File: config.mk
export PLATFORM = sky130hd
export DESIGN_NAME = lcd_cmd_sequencer
export DESIGN_NICKNAME = d
export VERILOG_FILES = /design/src/rtl/lcd_cmd_sequencer.sv
export SDC_FILE = /design/constraint.sdc
export NUM_CORES = 1
export LEC_CHECK = 0
export ABC_AREA = 1
export CORE_ASPECT_RATIO = 0.6
export CORE_MARGIN = 2
export CORE_UTILIZATION = 58
export CTS_BUF_LIST = sky130_fd_sc_hd__clkbuf_4 sky130_fd_sc_hd__clkbuf_8
export CTS_CLUSTER_DIAMETER = 40
export DETAILED_ROUTE_END_ITERATION = 10
export PLACE_DENSITY_LB_ADDON = 0.08
export RECOVER_POWER = 25
export SLEW_MARGIN = 5
export SYNTH_ARGS = -nofsm -noshare
export SYNTH_HDL_FRONTEND = slang
export SYNTH_SLANG_ARGS = --single-unit
File: constraint.sdc
create_clock -name clk -period 3.81 [get_ports clk]
set_input_delay 0.762 -clock clk [delete_from_list [all_inputs] [get_ports clk]]
set_output_delay 0.762 -clock clk [all_outputs]
set_load 0.05 [all_outputs]
File: src/rtl/lcd_cmd_sequencer.sv
// LCD command sequencer: runs the LCD hardware reset sequence, then issues
// command descriptors (command byte plus optional parameter bytes and a
// trailing delay) to an external SPI byte serializer one byte at a time.
module lcd_cmd_sequencer #(
    parameter int unsigned RST_LOW_CYCLES  = 1024,
    parameter int unsigned RST_WAIT_CYCLES = 65535
) (
    input  logic        clk,
    input  logic        reset,
    input  logic        sync_reset,
    input  logic        hw_reset_req,
    input  logic        cmd_valid,
    output logic        cmd_ready,
    input  logic [7:0]  cmd_code,
    input  logic [15:0] cmd_param_cnt,
    input  logic [15:0] cmd_delay,
    input  logic        par_valid,
    output logic        par_ready,
    input  logic [7:0]  par_data,
    output logic        byte_load,
    output logic [7:0]  byte_data,
    input  logic        byte_done,
    output logic        dcx,
    output logic        lcd_rst_n,
    output logic        busy,
    output logic        cmd_done
);

    // Counter must hold the larger reset parameter and any 16-bit delay.
    localparam int unsigned MAX_RST = (RST_LOW_CYCLES > RST_WAIT_CYCLES) ?
                                      RST_LOW_CYCLES : RST_WAIT_CYCLES;
    localparam int unsigned RST_W   = $clog2(MAX_RST + 1);
    localparam int unsigned CNT_W   = (RST_W > 16) ? RST_W : 16;
    localparam int unsigned CODE_W  = 8;
    localparam int unsigned LEN_W   = 16;

    localparam logic [CNT_W-1:0] LOW_LAST  = CNT_W'(RST_LOW_CYCLES - 1);
    localparam logic [CNT_W-1:0] WAIT_LAST = CNT_W'(RST_WAIT_CYCLES - 1);

    typedef enum logic [8:0] {
        S_HW_RST_LOW  = 9'h001,
        S_HW_RST_WAIT = 9'h002,
        S_IDLE        = 9'h004,
        S_CMD_LOAD    = 9'h008,
        S_CMD_WAIT    = 9'h010,
        S_PAR_REQ     = 9'h020,
        S_PAR_LOAD    = 9'h040,
        S_PAR_WAIT    = 9'h080,
        S_DELAY       = 9'h100
    } state_t;

    // State and datapath registers
    state_t              r_state;
    logic [CNT_W-1:0]    r_cnt;
    logic [LEN_W-1:0]    r_rem;
    logic [CODE_W-1:0]   r_code;
    logic [LEN_W-1:0]    r_delay;
    logic [CODE_W-1:0]   r_par;

    // Registered outputs
    logic                r_cmd_ready;
    logic                r_par_ready;
    logic                r_byte_load;
    logic [CODE_W-1:0]   r_byte_data;
    logic                r_dcx;
    logic                r_lcd_rst_n;
    logic                r_busy;
    logic                r_cmd_done;

    // Next-state values
    state_t              w_state_nxt;
    logic [CNT_W-1:0]    w_cnt_nxt;
    logic [LEN_W-1:0]    w_rem_nxt;
    logic [CODE_W-1:0]   w_code_nxt;
    logic [LEN_W-1:0]    w_delay_nxt;
    logic [CODE_W-1:0]   w_par_nxt;

    logic                w_cmd_ready_nxt;
    logic                w_par_ready_nxt;
    logic                w_byte_load_nxt;
    logic [CODE_W-1:0]   w_byte_data_nxt;
    logic                w_dcx_nxt;
    logic                w_lcd_rst_n_nxt;
    logic                w_busy_nxt;
    logic                w_cmd_done_nxt;

    logic                w_cmd_hs;
    logic                w_par_hs;

    assign w_cmd_hs = cmd_valid & r_cmd_ready;
    assign w_par_hs = par_valid & r_par_ready;

    // State register plus datapath and output registers
    always_ff @(posedge clk or posedge reset) begin
        if (reset) begin
            r_state     <= S_HW_RST_LOW;
            r_cnt       <= '0;
            r_rem       <= '0;
            r_code      <= '0;
            r_delay     <= '0;
            r_par       <= '0;
            r_cmd_ready <= 1'b0;
            r_par_ready <= 1'b0;
            r_byte_load <= 1'b0;
            r_byte_data <= '0;
            r_dcx       <= 1'b1;
            r_lcd_rst_n <= 1'b0;
            r_busy      <= 1'b1;
            r_cmd_done  <= 1'b0;
        end else begin
            r_state     <= w_state_nxt;
            r_cnt       <= w_cnt_nxt;
            r_rem       <= w_rem_nxt;
            r_code      <= w_code_nxt;
            r_delay     <= w_delay_nxt;
            r_par       <= w_par_nxt;
            r_cmd_ready <= w_cmd_ready_nxt;
            r_par_ready <= w_par_ready_nxt;
            r_byte_load <= w_byte_load_nxt;
            r_byte_data <= w_byte_data_nxt;
            r_dcx       <= w_dcx_nxt;
            r_lcd_rst_n <= w_lcd_rst_n_nxt;
            r_busy      <= w_busy_nxt;
            r_cmd_done  <= w_cmd_done_nxt;
        end
    end

    // Next-state logic; outputs are decoded from the next state so they
    // line up with the state they describe once registered.
    always_comb begin
        w_state_nxt = r_state;
        w_cnt_nxt   = r_cnt;
        w_rem_nxt   = r_rem;
        w_code_nxt  = r_code;
        w_delay_nxt = r_delay;
        w_par_nxt   = r_par;

        if (sync_reset) begin
            w_state_nxt = S_IDLE;
            w_cnt_nxt   = '0;
            w_rem_nxt   = '0;
            w_code_nxt  = '0;
            w_delay_nxt = '0;
        end else begin
            case (r_state)
                S_HW_RST_LOW: begin
                    if (r_cnt == LOW_LAST) begin
                        w_state_nxt = S_HW_RST_WAIT;
                        w_cnt_nxt   = '0;
                    end else begin
                        w_cnt_nxt = r_cnt + CNT_W'(1);
                    end
                end
                S_HW_RST_WAIT: begin
                    if (r_cnt == WAIT_LAST) begin
                        w_state_nxt = S_IDLE;
                        w_cnt_nxt   = '0;
                    end else begin
                        w_cnt_nxt = r_cnt + CNT_W'(1);
                    end
                end
                S_IDLE: begin
                    // A descriptor handshake outranks a same-cycle reset request.
                    if (w_cmd_hs) begin
                        w_code_nxt  = cmd_code;
                        w_rem_nxt   = cmd_param_cnt;
                        w_delay_nxt = cmd_delay;
                        w_cnt_nxt   = '0;
                        w_state_nxt = S_CMD_LOAD;
                    end else if (hw_reset_req) begin
                        w_cnt_nxt   = '0;
                        w_state_nxt = S_HW_RST_LOW;
                    end
                end
                S_CMD_LOAD: begin
                    w_state_nxt = S_CMD_WAIT;
                end
                S_CMD_WAIT: begin
                    if (byte_done) begin
                        w_cnt_nxt   = '0;
                        w_state_nxt = (r_rem != '0) ? S_PAR_REQ : S_DELAY;
                    end
                end
                S_PAR_REQ: begin
                    if (w_par_hs) begin
                        w_par_nxt   = par_data;
                        w_state_nxt = S_PAR_LOAD;
                    end
                end
                S_PAR_LOAD: begin
                    // Saturating decrement: the count never wraps below zero.
                    if (r_rem != '0) begin
                        w_rem_nxt = r_rem - LEN_W'(1);
                    end
                    w_state_nxt = S_PAR_WAIT;
                end
                S_PAR_WAIT: begin
                    if (byte_done) begin
                        w_cnt_nxt   = '0;
                        w_state_nxt = (r_rem != '0) ? S_PAR_REQ : S_DELAY;
                    end
                end
                S_DELAY: begin
                    if (r_cnt == CNT_W'(r_delay)) begin
                        w_cnt_nxt   = '0;
                        w_state_nxt = S_IDLE;
                    end else begin
                        w_cnt_nxt = r_cnt + CNT_W'(1);
                    end
                end
                default: begin
                    w_cnt_nxt   = '0;
                    w_state_nxt = S_HW_RST_LOW;
                end
            endcase
        end

        w_cmd_ready_nxt = (w_state_nxt == S_IDLE);
        w_par_ready_nxt = (w_state_nxt == S_PAR_REQ);
        w_busy_nxt      = (w_state_nxt != S_IDLE);
        w_lcd_rst_n_nxt = (w_state_nxt != S_HW_RST_LOW);
        w_byte_load_nxt = (w_state_nxt == S_CMD_LOAD) || (w_state_nxt == S_PAR_LOAD);

        w_byte_data_nxt = '0;
        if (w_state_nxt == S_CMD_LOAD) begin
            w_byte_data_nxt = w_code_nxt;
        end else if (w_state_nxt == S_PAR_LOAD) begin
            w_byte_data_nxt = w_par_nxt;
        end

        // dcx holds through the trailing delay so it only moves in
        // S_IDLE, S_CMD_LOAD or S_PAR_REQ.
        w_dcx_nxt = 1'b1;
        if ((w_state_nxt == S_CMD_LOAD) || (w_state_nxt == S_CMD_WAIT)) begin
            w_dcx_nxt = 1'b0;
        end else if (w_state_nxt == S_DELAY) begin
            w_dcx_nxt = r_dcx;
        end

        w_cmd_done_nxt = (w_state_nxt == S_DELAY) &&
                         (w_cnt_nxt == CNT_W'(w_delay_nxt));
    end

    assign cmd_ready = r_cmd_ready;
    assign par_ready = r_par_ready;
    assign byte_load = r_byte_load;
    assign byte_data = r_byte_data;
    assign dcx       = r_dcx;
    assign lcd_rst_n = r_lcd_rst_n;
    assign busy      = r_busy;
    assign cmd_done  = r_cmd_done;

endmodule
* After elaboration in Yosys (flattened, before gate mapping)
Cells that the tools add are included.
** Word-level totals
- Register bits :: 88
- Input port bits :: 55
- Output and inout bits :: 15
- Word-level logic and storage cells :: 85
** Operators by class
- Add/sub/neg operators :: 2
- Equality and inequality tests :: 24
- Multiplexer cells :: 35
- Bitwise operators :: 2
- Reductions and logical operators :: 8
** Operators with widths (count)
- 2-to-1 mux 16 bit :: 13
- one-hot mux 16 bit (6 select lines) :: 1
- 2-to-1 mux 9 bit :: 9
- one-hot mux 9 bit (8 select lines) :: 1
- 2-to-1 mux 8 bit :: 8
- equality test 16 bit :: 2
- one-hot mux 16 bit (2 select lines) :: 1
- equality test 9 x 3 -> 1 bit (second input constant) :: 2
- equality test 9 x 4 -> 1 bit (second input constant) :: 2
- equality test 9 x 5 -> 1 bit (second input constant) :: 2
- equality test 9 x 6 -> 1 bit (second input constant) :: 2
- equality test 9 x 7 -> 1 bit (second input constant) :: 2
- equality test 9 bit (second input constant) :: 2
- adder 16 x 1 -> 16 bit (second input constant) :: 1
- equality test 16 x 10 -> 1 bit (second input constant) :: 1
- equality test 16 bit (second input constant) :: 1
- nonzero test 16 bit :: 1
- subtractor 16 x 1 -> 16 bit (second input constant) :: 1
- equality test 9 x 1 -> 1 bit (second input constant) :: 1
- equality test 9 x 2 -> 1 bit (second input constant) :: 1
- equality test 9 x 8 -> 1 bit (second input constant) :: 1
- != test 9 x 1 -> 1 bit (second input constant) :: 1
- != test 9 x 3 -> 1 bit (second input constant) :: 1
- != test 3 bit (second input constant) :: 2
- 9 further kinds :: 12

* Depth between registers and ports, before layout
- Depth after elaboration :: 8
- Depth in mapped cells :: 20
- Gate-level depth less buffers :: 20

* Least setup slack after synthesis
Ideal clock, no wire load.
- Path type :: input-to-reg
- From :: input port sync_reset
- To :: register r_rem[11]
- Setup time :: 0.133 ns
- Arrival time :: 1.987 ns
- Data required time :: 3.677 ns
- Slack :: 1.691 ns
- Stages on the path :: 7
- Path buffers :: 3
- Cell sequence :: clkbuf_1 > inv_1 > buf_1 > nand3_2 > nand2_1 > buf_4 > o22ai_1
** Between the ends
- Cells in the longest elaborated chain, start to end :: 2
- Elaborated cells between the ends (all ways) :: 5
- Those cells by class :: eq/ne: 2; mux: 1; reduce/logical: 2
** RTL lines
- start, declared :: RTL line 10 : input logic sync_reset,
- != test 3 bit (no line) or nonzero test 3 bit (tied branches)
- AND reduction 3 bit (no line)
- end signal, assigned :: RTL line 113 : r_rem <= w_rem_nxt;
- end, declared :: RTL line 55 : logic [LEN_W-1:0] r_rem;
Parallel ways exist; a longest one is shown, timed or not.
A chain may end at the register's enable or synchronous reset.

* Final worst setup path
- From :: register r_rem[1]
- To :: register r_rem[9]
** Between the ends
- Cells in the longest elaborated chain, start to end :: 4
- Elaborated cells between the ends (all ways) :: 7
- Those cells by class :: add/sub: 1; eq/ne: 1; mux: 3; reduce/logical: 2
** RTL lines
- subtractor 16 x 1 -> 16 bit :: RTL line 193 : w_rem_nxt = r_rem - LEN_W'(1);
- 2-to-1 mux 16 bit :: RTL line 192 : if (r_rem != '0) begin
- one-hot mux 16 bit (2 select lines) :: RTL line 145 : case (r_state)
- 2-to-1 mux 16 bit :: RTL line 138 : if (sync_reset) begin
Parallel ways exist; a longest one is shown, timed or not. The select of a mux whose other input is x is not followed.

==> qor.csv <==
metric,value,unit
status,finished with violations,
failing checks,"capacitance limit, slew limit",
DP Wirelength,10900,µm
vias in the first global route,4888,
largest net degree at the start of global routing,44,
fin crit period,3.02,ns
critical path startpoint,r_rem[1],
Max Fanout on Critical Path,17,
drt pass-1 iters,7,
area fraction of the dominant cell type after synthesis,0.367,
Final Core Density,0.706,
hold violation count in the final report,0,
Post-Syn Area,5590,µm²
DIE AREA,10500,µm²
"Remaining Overflow, GRT",0,
R2R setup slack,0.79,ns
relative slew slack,-0.316,
DR DRC count,0,
Main synth FF type,dfrtp_1,
Pwr Total,2100,µW
CP cell instances,inv_1 > ha_1 > nand3_1 > nor2_1 > nand2_1 > nor2_2 > nand2_1 > nor2_2 > nand3_1 > nand2_1 > nand3_2 > nand2_1 > inv_1 > o211ai_1 > o21ai_0,
endpoints failing setup,0,
final worst path period share,0.794,
required time of the worst setup path,4.05,ns
Fin Setup TNS,0,ns
Initial Utilization,0.604,
global-route wire length before repair,23700,µm
I/O pin count,70,
Layout Nets,911,
highest clock rate,331,MHz
crit path capture,r_rem[9],
synth cell count leaders,"nand2_1 (225), inv_1 (108), nor2_1 (88), dfrtp_1 (82), o21ai_0 (45)",
WL/cell,14.6,µm
Setup CP Type,reg -> reg,
antenna violations before repair,0,
port buffer count,69,
Core ar.,9260,µm²
hold_buf cts,0,
max-slew violations,43,
CP arrival,3.27,ns
starting DRC count in detailed routing,509,
cell with the most instances after synthesis,nand2_1,
"Async S/R FF share, synth",1.00,
WP depth,15,
DRT Wirelength,14400,µm
synth unique cells,42,
synthesized area per cell,7.03,µm²
leak pwr,0.00330,µW
CTS buffer count,9,
Post-Syn Instances,795,
die width,131,µm
CTS sink count,85,
Post-CTS Setup Inserts,0,
CTS tree,yes,
GRT Total Usage,0.294,
HP Start,r_par[5],
"CP delay by family, top",simple AND/OR/NAND/NOR gates,
Worst R2R Start,r_rem[1],
VDD IR-drop max,0.277,mV
Most common cell on crit path,nand2_1,
Ys Warns,0,
post-CTS sizing,0,
largest area contributor in the netlist,dfrtp_1,
critical path startpoint category,flop,
critical path buffer and inverter count,2,
RSZ-0062 raised after global routing,false,
depth of the worst register-to-register path,15,
Worst-path clk slew,0.09,ns
Max Clock Skew,0.0110,ns
crit end category,flop,
worst-margin pin slew,1.96,ns
# diodes,0,
Die H,80.0,µm
CTS root buffer,clkbuf_8,
synth top area cells,"dfrtp_1 (37%), nand2_1 (15%), inv_1 (7.3%)",
Yosys reg bits,85,
power per cell area,321,nW/µm²
worst r2r dst,r_rem[9],
Hold Crit Class,reg -> reg,
GP Congestion,0.991,
maxcap violations,1,
area grow syn2layout,16.9,%
Worst path slowest cell,nand2_1,
Clock Latency Late Sink,0.37,ns
"Seq/Total Area, Yosys",0.381,
CP max stage delay,0.51,ns
Vias per Instance,5.35,
Worst Hold Margin,0.478,ns
syn_nets,853,
layout cells sized above 1,0.106,
routed vias,5286,
Max Root-Sink Buffers,2,
H-tree levels,3,
Routed Antenna Nets,0,
Site Rows,27,
number of enable flip-flop cells after synthesis,0,
-- how the worst min path moves through the flow --
stage	end	slack (ns)	depth (start not counted)
floorplan	r_par[0]	0.44	2
global placement	r_par[6]	0.45	2
detailed placement	r_par[5]	0.46	2
CTS	r_par[5]	0.48	2
global route	r_par[1]	0.50	2
finish	r_par[5]	0.48	2
-- layout by cell type (no fill, tap or decap), types with 2 or more instances in the layout --
cell and count:
buf_4 5, nand2_1 225, or2_2 2, nor3_4 3, xnor2_1 2, nor2_1 88
clkinv_2 2, o22ai_1 13, clkinvlp_4 2, bufinv_16 2, nand3_4 2, o21ai_1 3
dfstp_2 3, inv_6 2, a21oi_1 29, nand2_2 18, o211ai_2 2, o211ai_1 2
nor3_2 7, nand2_4 6, clkdlybuf4s50_1 68, nor4_1 5, nand3_1 43, nor2_2 8
nor3_1 10, nand3_2 2, ha_1 3, o21ai_0 45, xor2_1 19, dfrtp_1 82
nor2_4 4, clkbuf_8 9, inv_2 8, nand4_1 17, inv_1 107
-- sequential cells by signal, indices dropped and copies added, names as in the netlist, 5 cells and up --
name,flops
r_cnt,16
r_rem,16
r_par,5
r_state,9
r_code,8
byte_data,8
r_delay,16
-- cell type report --
cell class	count	area (µm²)
Inverter	119	452
Clock inverter	7	97.6
Sequential cell	85	2130
Multi-Input combinational cell	563	2820
Fill cell	783	2720
Clock buffer	9	124
Timing Repair Buffer	75	748
Tap cell	130	163
-- kinds of logic after synthesis --
logic type | count (synthesis) | synth area share
adders and majority gates | 3 | 0.00672
xor gates and xnor gates | 21 | 0.0329
DFF | 85 | 0.381
buffers and inverters | 147 | 0.114
AOI/OAI and AO/OA | 98 | 0.0967
and+or+nand+nor | 441 | 0.368
-- per-layer routing --
metal / global-route usage / vias up / wire length, µm
met2: 0.448 / 208 / 6320
met1: 0.439 / 2431 / 7030
met5: 0 / - / 0
met4: 0.0521 / 0 / 116
met3: 0.0590 / 19 / 948
li1: - / 2628 / -
-- through the flow --
step	cells	setup slack (ns)	area, µm²
3_3_place_gp	972	0.773	6310
4_1_cts	988	0.818	6540
5_1_grt	988	0.443	6540
6_report	988	0.786	6540
3_5_place_dp	972	0.639	6310
2_1_floorplan	795	0.859	5590
-- worst reg2reg max path, stage by stage (launching register included) --
cell,delay [ns]
dfrtp_1,0.41
inv_1,0.09
ha_1,0.18
nand3_1,0.16
nor2_1,0.18
nand2_1,0.10
nor2_2,0.15
nand2_1,0.08
nor2_2,0.15
nand3_1,0.13
nand2_1,0.10
nand3_2,0.28
nand2_1,0.51
inv_1,0.15
o211ai_1,0.12
o21ai_0,0.12
-- power by group --
part | total, µW | leakage, µW | internal (µW) | switching, µW
Combinational | 403 | 0.00204 | 149 | 254
Sequential | 966 | 0.00115 | 940 | 26.9
Clock | 728 | 0.000106 | 373 | 355
Total | 2100 | 0.00330 | 1460 | 636
No activity file was read; power rests on OpenSTA's default activity.
